[src/rtl/fifo_wr_arbiter.sv]
// Round-robin write arbiter sharing one FIFO write port among N_REQ producers.
// A winner may keep the port for up to MAX_BURST consecutive writes before the
// priority pointer rotates past it. Cycles with pending requests blocked by a
// full FIFO are counted in a saturating stall counter.
module fifo_wr_arbiter #(
  parameter int unsigned N_REQ      = 4,
  parameter int unsigned DATA_WIDTH = 8,
  parameter int unsigned MAX_BURST  = 2,
  parameter int unsigned CNT_WIDTH  = 16
) (
  input  logic                        clk,
  input  logic                        clr,
  input  logic [N_REQ-1:0]            req,
  input  logic [N_REQ*DATA_WIDTH-1:0] req_data,
  output logic [N_REQ-1:0]            gnt,
  input  logic                        fifo_full,
  output logic                        fifo_w_en,
  output logic [DATA_WIDTH-1:0]       fifo_data_in,
  output logic [CNT_WIDTH-1:0]        stall_cnt
);

  localparam int unsigned IdxW   = (N_REQ > 1) ? $clog2(N_REQ) : 1;
  localparam int unsigned BurstW = $clog2(MAX_BURST + 1);

  typedef enum logic {StIdle, StBurst} state_e;

  state_e               state_q, state_d;
  logic [IdxW-1:0]      rr_ptr_q, rr_ptr_d;
  logic [IdxW-1:0]      owner_q, owner_d;
  logic [BurstW-1:0]    burst_cnt_q, burst_cnt_d;
  logic [CNT_WIDTH-1:0] stall_cnt_q, stall_cnt_d;

  logic [2*N_REQ-1:0]   req_rot;
  logic [IdxW-1:0]      first_off;
  logic [IdxW:0]        scan_sum;
  logic [IdxW-1:0]      winner;
  logic                 owner_hold;
  logic                 any_req;
  logic                 grant_ok;

  // Next index after v, wrapping at N_REQ-1 (safe for non-power-of-2 N_REQ).
  function automatic logic [IdxW-1:0] wrap_inc(logic [IdxW-1:0] v);
    return (v == IdxW'(N_REQ - 1)) ? '0 : v + 1'b1;
  endfunction

  assign any_req  = |req;
  assign grant_ok = any_req && !fifo_full && !clr;

  // Winner: burst owner while it still requests, else first requester from rr_ptr.
  always_comb begin
    owner_hold = (state_q == StBurst) && req[owner_q];
    req_rot    = {req, req} >> rr_ptr_q;
    first_off  = '0;
    for (int j = N_REQ - 1; j >= 0; j--) begin
      if (req_rot[j]) first_off = IdxW'(j);
    end
    scan_sum = {1'b0, rr_ptr_q} + {1'b0, first_off};
    if (scan_sum >= (IdxW+1)'(N_REQ)) scan_sum = scan_sum - (IdxW+1)'(N_REQ);
    winner = owner_hold ? owner_q : scan_sum[IdxW-1:0];
  end

  // Grant and write-path outputs; everything is zero unless a write happens.
  always_comb begin
    gnt          = '0;
    fifo_data_in = '0;
    if (grant_ok) begin
      gnt[winner] = 1'b1;
      for (int i = 0; i < N_REQ; i++) begin
        if (winner == IdxW'(i)) fifo_data_in = req_data[i*DATA_WIDTH +: DATA_WIDTH];
      end
    end
  end

  assign fifo_w_en = grant_ok;
  assign stall_cnt = stall_cnt_q;

  // Arbitration state advances only on a granted cycle; full or idle cycles hold it.
  always_comb begin
    state_d     = state_q;
    rr_ptr_d    = rr_ptr_q;
    owner_d     = owner_q;
    burst_cnt_d = burst_cnt_q;
    if (grant_ok) begin
      // Owner released mid-burst: rotate past it even if the new winner keeps going.
      if (state_q == StBurst && !req[owner_q]) rr_ptr_d = wrap_inc(owner_q);
      if (state_q == StIdle || winner != owner_q) begin
        owner_d     = winner;
        burst_cnt_d = BurstW'(1);
      end else begin
        burst_cnt_d = burst_cnt_q + 1'b1;
      end
      if (burst_cnt_d == BurstW'(MAX_BURST)) begin
        rr_ptr_d    = wrap_inc(owner_d);
        burst_cnt_d = '0;
        state_d     = StIdle;
      end else begin
        state_d = StBurst;
      end
    end
  end

  // Saturating count of cycles where a request is blocked by a full FIFO.
  always_comb begin
    stall_cnt_d = stall_cnt_q;
    if (any_req && fifo_full && (stall_cnt_q != '1)) stall_cnt_d = stall_cnt_q + 1'b1;
  end

  // State register with synchronous clear.
  always_ff @(posedge clk) begin
    if (clr) begin
      state_q     <= StIdle;
      rr_ptr_q    <= '0;
      owner_q     <= '0;
      burst_cnt_q <= '0;
      stall_cnt_q <= '0;
    end else begin
      state_q     <= state_d;
      rr_ptr_q    <= rr_ptr_d;
      owner_q     <= owner_d;
      burst_cnt_q <= burst_cnt_d;
      stall_cnt_q <= stall_cnt_d;
    end
  end

endmodule

[config.mk]
export PLATFORM = sky130hd
export DESIGN_NAME = fifo_wr_arbiter
export DESIGN_NICKNAME = d
export VERILOG_FILES = /design/src/rtl/fifo_wr_arbiter.sv
export SDC_FILE = /design/constraint.sdc
export NUM_CORES = 1
export LEC_CHECK = 0
export BUFFER_PORTS_ARGS = -buffer_cell sky130_fd_sc_hd__buf_4
export CELL_PAD_IN_SITES_DETAIL_PLACEMENT = 1
export CELL_PAD_IN_SITES_GLOBAL_PLACEMENT = 1
export CORE_MARGIN = 4
export CORE_UTILIZATION = 33
export DETAILED_ROUTE_END_ITERATION = 10
export GPL_TIMING_DRIVEN = 0
export HOLD_SLACK_MARGIN = 0.08
export PLACE_DENSITY = 0.86
export SYNTH_ARGS = -nofsm -noshare
export SYNTH_HDL_FRONTEND = slang
export SYNTH_SLANG_ARGS = --single-unit
[constraint.sdc]
create_clock -name clk -period 3.97 [get_ports clk]
set_input_delay 0.9925 -clock clk [delete_from_list [all_inputs] [get_ports clk]]
set_output_delay 0.9925 -clock clk [all_outputs]
set_load 0.01 [all_outputs]
==> metrics.cfg <==
[setup_path]
path_class = input port to primary output
worst_setup_path_end_kind = primary output
crit_path_start_kind = input port
reg2reg_slack_ns = 0.98
cp.required_ns = 2.98
critPathMaxFanout = 6
critPathArrivalTime_ns = 3.19

[pwr]
power_frac_seq_pct = 35.4
power_density_nw_per_um2 = 244.1
swShare_pct = 32.99
power_leakage_nw = 1.169
intPower_mw = 0.4664
p_sw_mw = 0.2296
p_clk_share_pct = 20.5
irDropWorstVdd_mv = 0.1791
combPwrFrac_pct = 44.1

[timing]
max_freq_mhz = 239.0
hold_viol_final = 0
skew_ns = 0.002659
holdWs_ns = 0.5310
layout_setup_ws_ns = -0.2135
finalCriticalPeriod_ns = 4.184
max_slew.worst_pin.slew_ns = 0.7535
post-route-period-util_pct = 105.4
rsz0062_at_grt = true
slew_viol_final = 0
relSlewSlack_pct = 49.77
setup_viol = 8

[placed_design]
dpl_worst_slack_ns = -0.5621
placed_area_sq_um = 2630
io_buffers = 66
hpwlAfterDp_mm = 4.869
place_congestion = 0.8006

[logic_synthesis]
synth_seq_cells = 23
synth_ff_type = dfxtp_1
syn_inst = 232
ys_types = 56
synth_area_sq_um = 1953
avgSynthCellArea_sq_um = 8.419
ys_seq_area_share_pct = 23.57
syn_nets = 274
yosys_warnings = 0
synthArstFlopShare_pct = 0
synth-edff-count = 0

[status]
failed_checks = setup timing
status = finished with violations

[die]
initial_core_util_pct = 34.83
num_rows = 27
pin_count = 68
die_h_microns = 84.93
die_w_microns = 84.93
core_area_sq_um = 5608
die_area_sq_um = 7213

[routing]
ant_nets = 0
wl_per_cell_microns = 16.42
drt-total-wl_mm = 6.273
firstDrtPassIters = 4
drt-initial-drc-count = 79
drc_errors = 0
vias = 2045
via_per_inst = 5.353

[cells_and_area]
multiInputGateArea_sq_um = 1509
stdcell_area_sq_um = 2851
regArea_sq_um = 460.4
final_nets = 353
layout-drive-gt1-share_pct = 42.26
antenna_cells = 0
n_fill_cell = 663
syn_to_final_growth_pct = 46.00

[cts]
worstSkewPairLatency_ns = 0.26
root_buffer = clkbuf_8
clockBufferDepth = 2
clkSlewWorstSetupHoldPaths_ns = 0.08
cts_tree = yes
cts.sinks = 23
h-tree-depth = 1
cts_buffers = 3

[global_route]
grt_max_degree = 13
antenna_found_initial = 0
grt_pass1_wl_mm = 10.61
grt-ovfl-total = 0
grt_usage_pct = 17.44
grt_pass1_vias = 2191

[worst_hold_path]
hp-class = register to register

[flow_run]
cap_violations = 0

[Yosys cell counts, types with 7 or more instances]
cell type / number / area share, %
a211oi_1: 16 / 6.2
dfxtp_1: 23 / 24
inv_1: 7 / 1.3
mux2_2: 8 / 4.6
mux2i_1: 14 / 7.2
nand2_1: 12 / 2.3
nand3_1: 8 / 2.1
nor2_1: 28 / 5.4
nor3_1: 7 / 1.8
xnor2_1: 8 / 3.6
xor2_1: 11 / 4.9
[critical path: stages]
cell and delay [ns]:
buf_12 0.11, or4_4 0.50, o2111ai_2 0.12, ha_4 0.24, o21bai_1 0.15, a21boi_4 0.15, buf_6 0.13, buf_6 0.10
mux2_2 0.22, a211oi_2 0.04, a211oi_1 0.26, buf_4 0.17
[area by class of cell]
class | instances | share of cell area (%)
buffer | 14 | 3.642
inverter | 8 | 1.229
tap | 72 | 3.159
sequential | 23 | 16.15
clock buffer | 4 | 1.580
multi-input combinational | 185 | 52.92
timing repair buffer | 76 | 21.33
[power groups by stage]
stage / Sequential, mW / Combinational (mW) / Clock, mW
6_report: 0.247 / 0.307 / 0.143
2_1_floorplan: 0.250 / 0.182 / 0
3_5_place_dp: 0.252 / 0.268 / 0
5_1_grt: 0.248 / 0.331 / 0.160
3_3_place_gp: 0.251 / 0.260 / 0
4_1_cts: 0.247 / 0.295 / 0.148
[cells by family after synthesis]
family | count (synthesis) | synth area share, %
simple gates | 88 | 23.06
compound gates | 50 | 21.14
buf+inv | 24 | 6.726
mux | 23 | 12.49
flops | 23 | 23.57
xor+xnor | 21 | 11.08
fa+ha+maj | 3 | 1.922
[per-layer routing]
layer	GRT usage, %	up-vias	routed length (microns)
met5	0	-	0
met2	32.88	28	3370
met4	1.295	0	27
li1	-	1005	-
met1	21.70	1008	2682
met3	2.621	4	192
[per-stage QoR]
stage	TNS, ns	power [mW]	std cells	utilization (%)
after CTS	-1.432	0.6900	377	49.93
after floorplan	-0.1919	0.4324	232	-
final	-1.394	0.6959	382	50.85
after global placement	-4.400	0.5113	370	46.90
after global routing	-2.115	0.7389	382	50.85
after detailed placement	-5.178	0.5192	370	46.90
[final timing paths]
| kind | from | endpoint | depth (start not counted) |
|---|---|---|---|
| worst max-delay path | req[0] | fifo_data_in[7] | 12 |
| worst min-delay path | burst_cnt_q[0] | burst_cnt_q[0] | 1 |
| worst max register to register | rr_ptr_q[0] | burst_cnt_q[1] | 11 |
| worst min register to register | burst_cnt_q[0] | burst_cnt_q[0] | 1 |
[layout by cell type (no fill, tap or decap), types with 6 or more instances in the layout]
master    count
xnor2_1       7
nand3_1       8
nor3_1        7
buf_4        71
nand4_1       6
xor2_1       11
clkbuf_1      7
nand2_1      12
a211oi_2     11
mux2i_1      14
nor2_1       27
dfxtp_1      23
[repair_timing]
action                                  CTS  global route
hold buffers                              0             0
endpoints found under the hold margin     0             0
endpoints found under the setup margin   12            12
pin swaps                                18             7
resized for setup                        27             5
cloned                                    0             1
setup buffers                             5             4
[flip-flops by register name, summed over array words and instances (netlist names)]
| name | flops |
|---|---|
| burst_cnt_q | 2 |
| owner_q | 2 |
| rr_ptr_q | 2 |
| stall_cnt | 16 |
| state_q | 1 |
(Power assumes the default switching activity.)
